**config.mk**
```make
export PLATFORM = sky130hd
export DESIGN_NAME = chess_turn_controller
export DESIGN_NICKNAME = d
export VERILOG_FILES = /design/src/rtl/chess_turn_controller.sv
export SDC_FILE = /design/constraint.sdc
export NUM_CORES = 1
export LEC_CHECK = 0
export CELL_PAD_IN_SITES_DETAIL_PLACEMENT = 1
export CELL_PAD_IN_SITES_GLOBAL_PLACEMENT = 2
export CORE_UTILIZATION = 35
export CTS_CLUSTER_DIAMETER = 120
export DETAILED_ROUTE_END_ITERATION = 12
export PLACE_DENSITY_LB_ADDON = 0.1
export RECOVER_POWER = 25
export SLEW_MARGIN = 15
export SYNTH_ARGS = -nofsm -noshare
export SYNTH_HDL_FRONTEND = slang
export SYNTH_SLANG_ARGS = --single-unit
```
**constraint.sdc**
```tcl
create_clock -name OutClock -period 2.1 [get_ports OutClock]
set_input_delay 0.42 -clock OutClock [delete_from_list [all_inputs] [get_ports OutClock]]
set_output_delay 0.42 -clock OutClock [all_outputs]
set_load 0.01 [all_outputs]
```
**src/rtl/chess_turn_controller.sv**
```systemverilog
// Chess clock turn controller: debounces the pushbuttons, runs the turn FSM, drives the timer run-enables.
// Optional pause feature is built when CHESS_PAUSE_EN is defined.
module chess_turn_controller #(
    parameter int DEBOUNCE_CYCLES = 4,
    parameter int CNT_W           = 3,
    parameter int MOVE_W          = 10
) (
    input  logic              OutClock,
    input  logic              reset,
    input  logic              start_btn,
    input  logic              white_btn,
    input  logic              black_btn,
    input  logic              pause_btn,
    input  logic              white_timeout,
    input  logic              black_timeout,
    output logic              white_flag,
    output logic              black_flag,
    output logic              turn,
    output logic              game_over,
    output logic [1:0]        winner,
    output logic [MOVE_W-1:0] move_count
);

`ifdef CHESS_PAUSE_EN
    localparam int unsigned NB = 4;
`else
    localparam int unsigned NB = 3;
`endif

    typedef enum logic [2:0] {
        S_IDLE,
        S_WHITE,
        S_BLACK,
`ifdef CHESS_PAUSE_EN
        S_PAUSE,
`endif
        S_OVER
    } state_t;

    logic [NB-1:0]     w_raw;
    logic [NB-1:0]     r_sync1;
    logic [NB-1:0]     r_sync2;
    logic [NB-1:0]     r_deb;
    logic [NB-1:0]     r_deb_q;
    logic [NB-1:0]     w_ev;
    logic [CNT_W-1:0]  r_cnt [NB];

`ifdef CHESS_PAUSE_EN
    assign w_raw = {pause_btn, black_btn, white_btn, start_btn};
`else
    logic w_unused_pause;
    assign w_unused_pause = pause_btn;
    assign w_raw = {black_btn, white_btn, start_btn};
`endif

    // Level toggles only after the synced input has disagreed for DEBOUNCE_CYCLES+1 consecutive edges.
    always_ff @(posedge OutClock or posedge reset) begin
        if (reset) begin
            r_sync1 <= '0;
            r_sync2 <= '0;
            r_deb   <= '0;
            r_deb_q <= '0;
            for (int unsigned i = 0; i < NB; i++) r_cnt[i] <= '0;
        end else begin
            r_sync1 <= w_raw;
            r_sync2 <= r_sync1;
            r_deb_q <= r_deb;
            for (int unsigned i = 0; i < NB; i++) begin
                if (r_sync2[i] == r_deb[i]) begin
                    r_cnt[i] <= '0;
                end else if (r_cnt[i] == CNT_W'(DEBOUNCE_CYCLES)) begin
                    r_deb[i] <= ~r_deb[i];
                    r_cnt[i] <= '0;
                end else begin
                    r_cnt[i] <= r_cnt[i] + 1'b1;
                end
            end
        end
    end

    assign w_ev = r_deb & ~r_deb_q;

    logic w_start_ev;
    logic w_white_ev;
    logic w_black_ev;
    logic w_any_to;
    assign w_start_ev = w_ev[0];
    assign w_white_ev = w_ev[1];
    assign w_black_ev = w_ev[2];
    assign w_any_to   = white_timeout | black_timeout;
`ifdef CHESS_PAUSE_EN
    logic w_pause_ev;
    assign w_pause_ev = w_ev[3];
`endif

    state_t            r_state;
    logic              r_white_flag;
    logic              r_black_flag;
    logic              r_turn;
    logic              r_game_over;
    logic [1:0]        r_winner;
    logic [MOVE_W-1:0] r_move_count;
    logic [MOVE_W-1:0] w_move_inc;

    assign w_move_inc = (r_move_count == '1) ? r_move_count : r_move_count + 1'b1;

    // Outputs are assigned alongside each transition so they always reflect the state being entered.
    always_ff @(posedge OutClock or posedge reset) begin
        if (reset) begin
            r_state      <= S_IDLE;
            r_white_flag <= 1'b0;
            r_black_flag <= 1'b0;
            r_turn       <= 1'b0;
            r_game_over  <= 1'b0;
            r_winner     <= '0;
            r_move_count <= '0;
        end else begin
            case (r_state)
                S_IDLE: begin
                    if (w_start_ev) begin
                        r_state      <= S_WHITE;
                        r_white_flag <= 1'b1;
                    end
                end
                S_WHITE: begin
                    if (w_any_to) begin
                        r_state      <= S_OVER;
                        r_white_flag <= 1'b0;
                        r_black_flag <= 1'b0;
                        r_turn       <= 1'b0;
                        r_game_over  <= 1'b1;
                        r_winner     <= {white_timeout, black_timeout};
                    end
`ifdef CHESS_PAUSE_EN
                    else if (w_pause_ev) begin
                        r_state      <= S_PAUSE;
                        r_white_flag <= 1'b0;
                    end
`endif
                    else if (w_white_ev) begin
                        r_state      <= S_BLACK;
                        r_white_flag <= 1'b0;
                        r_black_flag <= 1'b1;
                        r_turn       <= 1'b1;
                        r_move_count <= w_move_inc;
                    end
                end
                S_BLACK: begin
                    if (w_any_to) begin
                        r_state      <= S_OVER;
                        r_white_flag <= 1'b0;
                        r_black_flag <= 1'b0;
                        r_turn       <= 1'b0;
                        r_game_over  <= 1'b1;
                        r_winner     <= {white_timeout, black_timeout};
                    end
`ifdef CHESS_PAUSE_EN
                    else if (w_pause_ev) begin
                        r_state      <= S_PAUSE;
                        r_black_flag <= 1'b0;
                    end
`endif
                    else if (w_black_ev) begin
                        r_state      <= S_WHITE;
                        r_white_flag <= 1'b1;
                        r_black_flag <= 1'b0;
                        r_turn       <= 1'b0;
                        r_move_count <= w_move_inc;
                    end
                end
`ifdef CHESS_PAUSE_EN
                S_PAUSE: begin
                    // r_turn is held through the pause and selects the side to resume.
                    if (w_pause_ev) begin
                        if (r_turn) begin
                            r_state      <= S_BLACK;
                            r_black_flag <= 1'b1;
                        end else begin
                            r_state      <= S_WHITE;
                            r_white_flag <= 1'b1;
                        end
                    end
                end
`endif
                S_OVER: begin
                end
                default: begin
                    r_state      <= S_IDLE;
                    r_white_flag <= 1'b0;
                    r_black_flag <= 1'b0;
                    r_turn       <= 1'b0;
                end
            endcase
        end
    end

    assign white_flag = r_white_flag;
    assign black_flag = r_black_flag;
    assign turn       = r_turn;
    assign game_over  = r_game_over;
    assign winner     = r_winner;
    assign move_count = r_move_count;

endmodule

```
==> results of run 1 <==
critical path, cell delays in order (launching register included):
cell and delay, ps:
dfrtp_1 380, inv_1 100, ha_1 240, inv_1 120
a2bb2oi_4 190, o21ai_0 90, buf_4 160, a2111oi_1 400
a21oi_1 70
worst max path at each step:
stage                             start             to  slack (ps)  cells after the start
after CTS                    r_state[0]     r_state[0]          80                      7
after floorplan              r_state[0]  move_count[1]         330                      6
after global routing         r_state[1]     r_state[0]          70                      8
after global placement    black_timeout  move_count[8]          40                      6
final                        r_state[1]     r_state[0]         220                      8
after detailed placement  black_timeout     r_state[0]          30                      7
per-layer routing:
metal / up-vias / routed length, um / global-route usage (%)
li1: 578 / - / -
met1: 589 / 1504 / 17.82
met2: 18 / 1708 / 26.69
met3: 5 / 103 / 4.306
met4: 0 / 38 / 5.882
met5: - / 0 / 0
registers in the layout, indices dropped and copies added (netlist names):
name / flops
game_over: 1
move_count: 10
r_cnt: 9
r_deb: 3
r_deb_q: 3
r_state: 2
r_sync1: 3
r_sync2: 3
turn: 1
white_flag: 1
winner: 2
logic make-up (layout without fill, tap and decap cells):
kind of cell,count (synthesis),count (layout),share of synthesized area [%]
buf+inv,14,50,3.271
flops,38,38,55.23
compound gates,22,22,9.448
xor+xnor,9,9,4.579
mux,7,7,4.506
simple gates,49,49,14.97
fa+ha+maj,11,11,7.994
cell type report:
class	count	area, um2	area share, %
Inverter	13	48.80	2.236
Multi-Input combinational cell	98	718.2	32.91
Clock buffer	8	110.1	5.046
Tap cell	67	83.83	3.842
Sequential cell	38	950.9	43.58
Timing Repair Buffer	29	270.3	12.39
cell usage in the layout (no fill, tap or decap), types with 6 or more instances in the layout:
| cell | netlist | routed |
|---|---|---|
| a21oi_1 | 7 | 7 |
| buf_4 | 1 | 6 |
| clkbuf_8 | 0 | 8 |
| clkdlybuf4s50_1 | 0 | 18 |
| dfrtp_1 | 38 | 38 |
| ha_1 | 11 | 10 |
| inv_1 | 13 | 13 |
| mux2_2 | 6 | 6 |
| nand2_1 | 15 | 15 |
| nor2_1 | 9 | 9 |
| nor3_1 | 6 | 6 |
| xor2_1 | 6 | 6 |
report_power, final:
| part | switching [uW] | internal, uW |
|---|---|---|
| clock network | 252 | 332 |
| logic | 168 | 176 |
| registers | 84.1 | 849 |
| total | 504 | 1360 |
metrics by stage:
stage | instances | setup slack, ps | util, %
after detailed placement | 245 | 28.60 | 43.84
after global placement | 245 | 42.55 | 43.84
final | 253 | 224.0 | 46.20
after floorplan | 150 | 333.9 | -
after global routing | 253 | 68.03 | 46.20
after CTS | 253 | 78.55 | 46.17
cells in the mapped netlist, types with 2 or more instances:
library cell	n	area [um2]
a211oi_1	3	22.52
a21oi_1	7	35.03
a31oi_1	2	12.51
dfrtp_1	38	950.9
ha_1	11	137.6
inv_1	13	48.80
mux2_2	6	67.56
nand2_1	15	56.30
nand2b_1	3	18.77
nand3_1	2	10.01
nand4_1	3	18.77
nor2_1	9	33.78
nor2b_1	4	25.02
nor3_1	6	30.03
nor4_1	3	18.77
o21ai_0	3	15.01
xnor2_1	3	26.28
xor2_1	6	52.55
==> impl_results.md, run 1 <==
* Number of antenna violations at the first check in global routing at 0
* Setup repair after global routing missed its margin: false
* Cell area after placement at 2071 um2
* Prevailing post-synth register cell: dfrtp_1
* Distinct cell type count after synthesis at 31
* Worst setup path class: reg2reg
* Count of nets after finishing at 204
* Maximum number of pins on one net before global-route repair at 39
* Total global routing track utilization at 15.30%
* Number of gates resized after CTS at 0
* Fmax achieved at 0.5330 GHz
* TritonCTS clock tree: done
* Worst min-delay path category: reg2reg
* RD Place Congestion at 0.7759
* Final Hold Fails at 0
* Clock Pin Slew Worst Setup and Hold Paths at 70 ps
* Sinks on the clock net at 38
* Clock latency reported for the late side of the worst-skew pair at 290 ps
* Worst flop-to-flop path startpoint: r_state[1]
* Maximum fanout along the worst path at 6
* Number of setup violations in the final report at 0
* Iter 0 DRT Violations at 27
* Skew final at 4.488 ps
* Sequential element share of the synthesized area at 55.23%
* Number of instances in the synthesized netlist at 150
* Postcts setup bufs at 0
* Run status: finished, final reports clean
* Cell leakage power at 0.0009994 uW
* Maximum vdd ir drop at 0.3649 mV
* Proportion of layout cells with a drive suffix above 1 at 15.05%
* Port Buffer Count at 22
* I/O pin count at 24
* Synthesized area divided by synthesized cell count at 11.48 um2
* Synth Cell Area at 1722 um2
* Total nets after synthesis at 169
* Final wirelength at 3354 um
* Arrival time reported for the critical path endpoint at 2040 ps
* Worst-case register-to-register setup slack at 220 ps
* Worst-case headroom to the max-slew limit at 36.64%
* Num CTS Buffers at 5
* Area delta synth->final at 26.74%
* Worst-case hold path end point: r_sync2[0]
* Total power per unit cell area at 852.5 nW/um2
* Maximum buffer depth of the clock tree at 2
* Number of warnings printed during yosys synthesis at 0
* Antenna cells at 0
* Initial core utilization at 36.45%
* Number of cells on the worst hold path at 0
* Required time worst endpoint at 2260 ps
* Final count of pins violating max slew at 0
* Global-route wire length before repair at 6051 um
* Clock Tree Root: clkbuf_8
* Total power at 1860 uW
* Global-route congestion overflow total at 0
* Max-Cap Viols at 0
* Final cell area excluding filler cells at 2182 um2
* Average wire per cell in the routed design at 13.26 um
* Count of cells along the worst register-to-register path at 8
* H-tree Lvls at 2
* Share of synthesized registers carrying an async set or reset at 100.0%
* Kind of start point of the critical path: flip-flop
* Routed vias at 1190
* Placement Rows at 25
* Number of filler cells placed in the layout at 508
* Die Y at 72.14 um
* Critical path endpoint category: flip-flop
* Post-synth EDFFs at 0
* Worst hold slack at 352.0 ps
* Routed via count divided by cell count at 4.704
* Number of detailed-routing iterations run before antenna repair at 4
* Post-route antenna net violation count at 0
* Hold Crit Start: r_sync1[0]
* Final worst path period share at 89.33%
* Final Critical Period at 1876 ps
* Total core area at 4723 um2
* Number of buffers added to fix hold violations after cts at 0
* Via count of the first global-routing pass at 1320
* Half-perimeter wire length after placement at 2494 um
* Area enclosed by the die boundary at 5203 um2
* TNS Setup at 0 ps
* Post-detailed-route DRC marker count at 0
* Die span in x at 72.14 um
* Worst reg2reg path endpoint: r_state[0]
* Yosys reg bits at 38
* Worst slew pin tran at 950.4 ps
Note: power is estimated with default switching activity, not from simulation.
==> run 2: changes to the inputs <==
--- a/config.mk
+++ b/config.mk
@@ -5,6 +5,7 @@
 export SDC_FILE = /design/constraint.sdc
 export NUM_CORES = 1
 export LEC_CHECK = 0
+export ABC_CLOCK_PERIOD_IN_PS = 2100
 export CELL_PAD_IN_SITES_DETAIL_PLACEMENT = 1
 export CELL_PAD_IN_SITES_GLOBAL_PLACEMENT = 2
 export CORE_UTILIZATION = 35
==> results of run 2 <==
Final layout, timing and power as in run 1 (identical DEF).
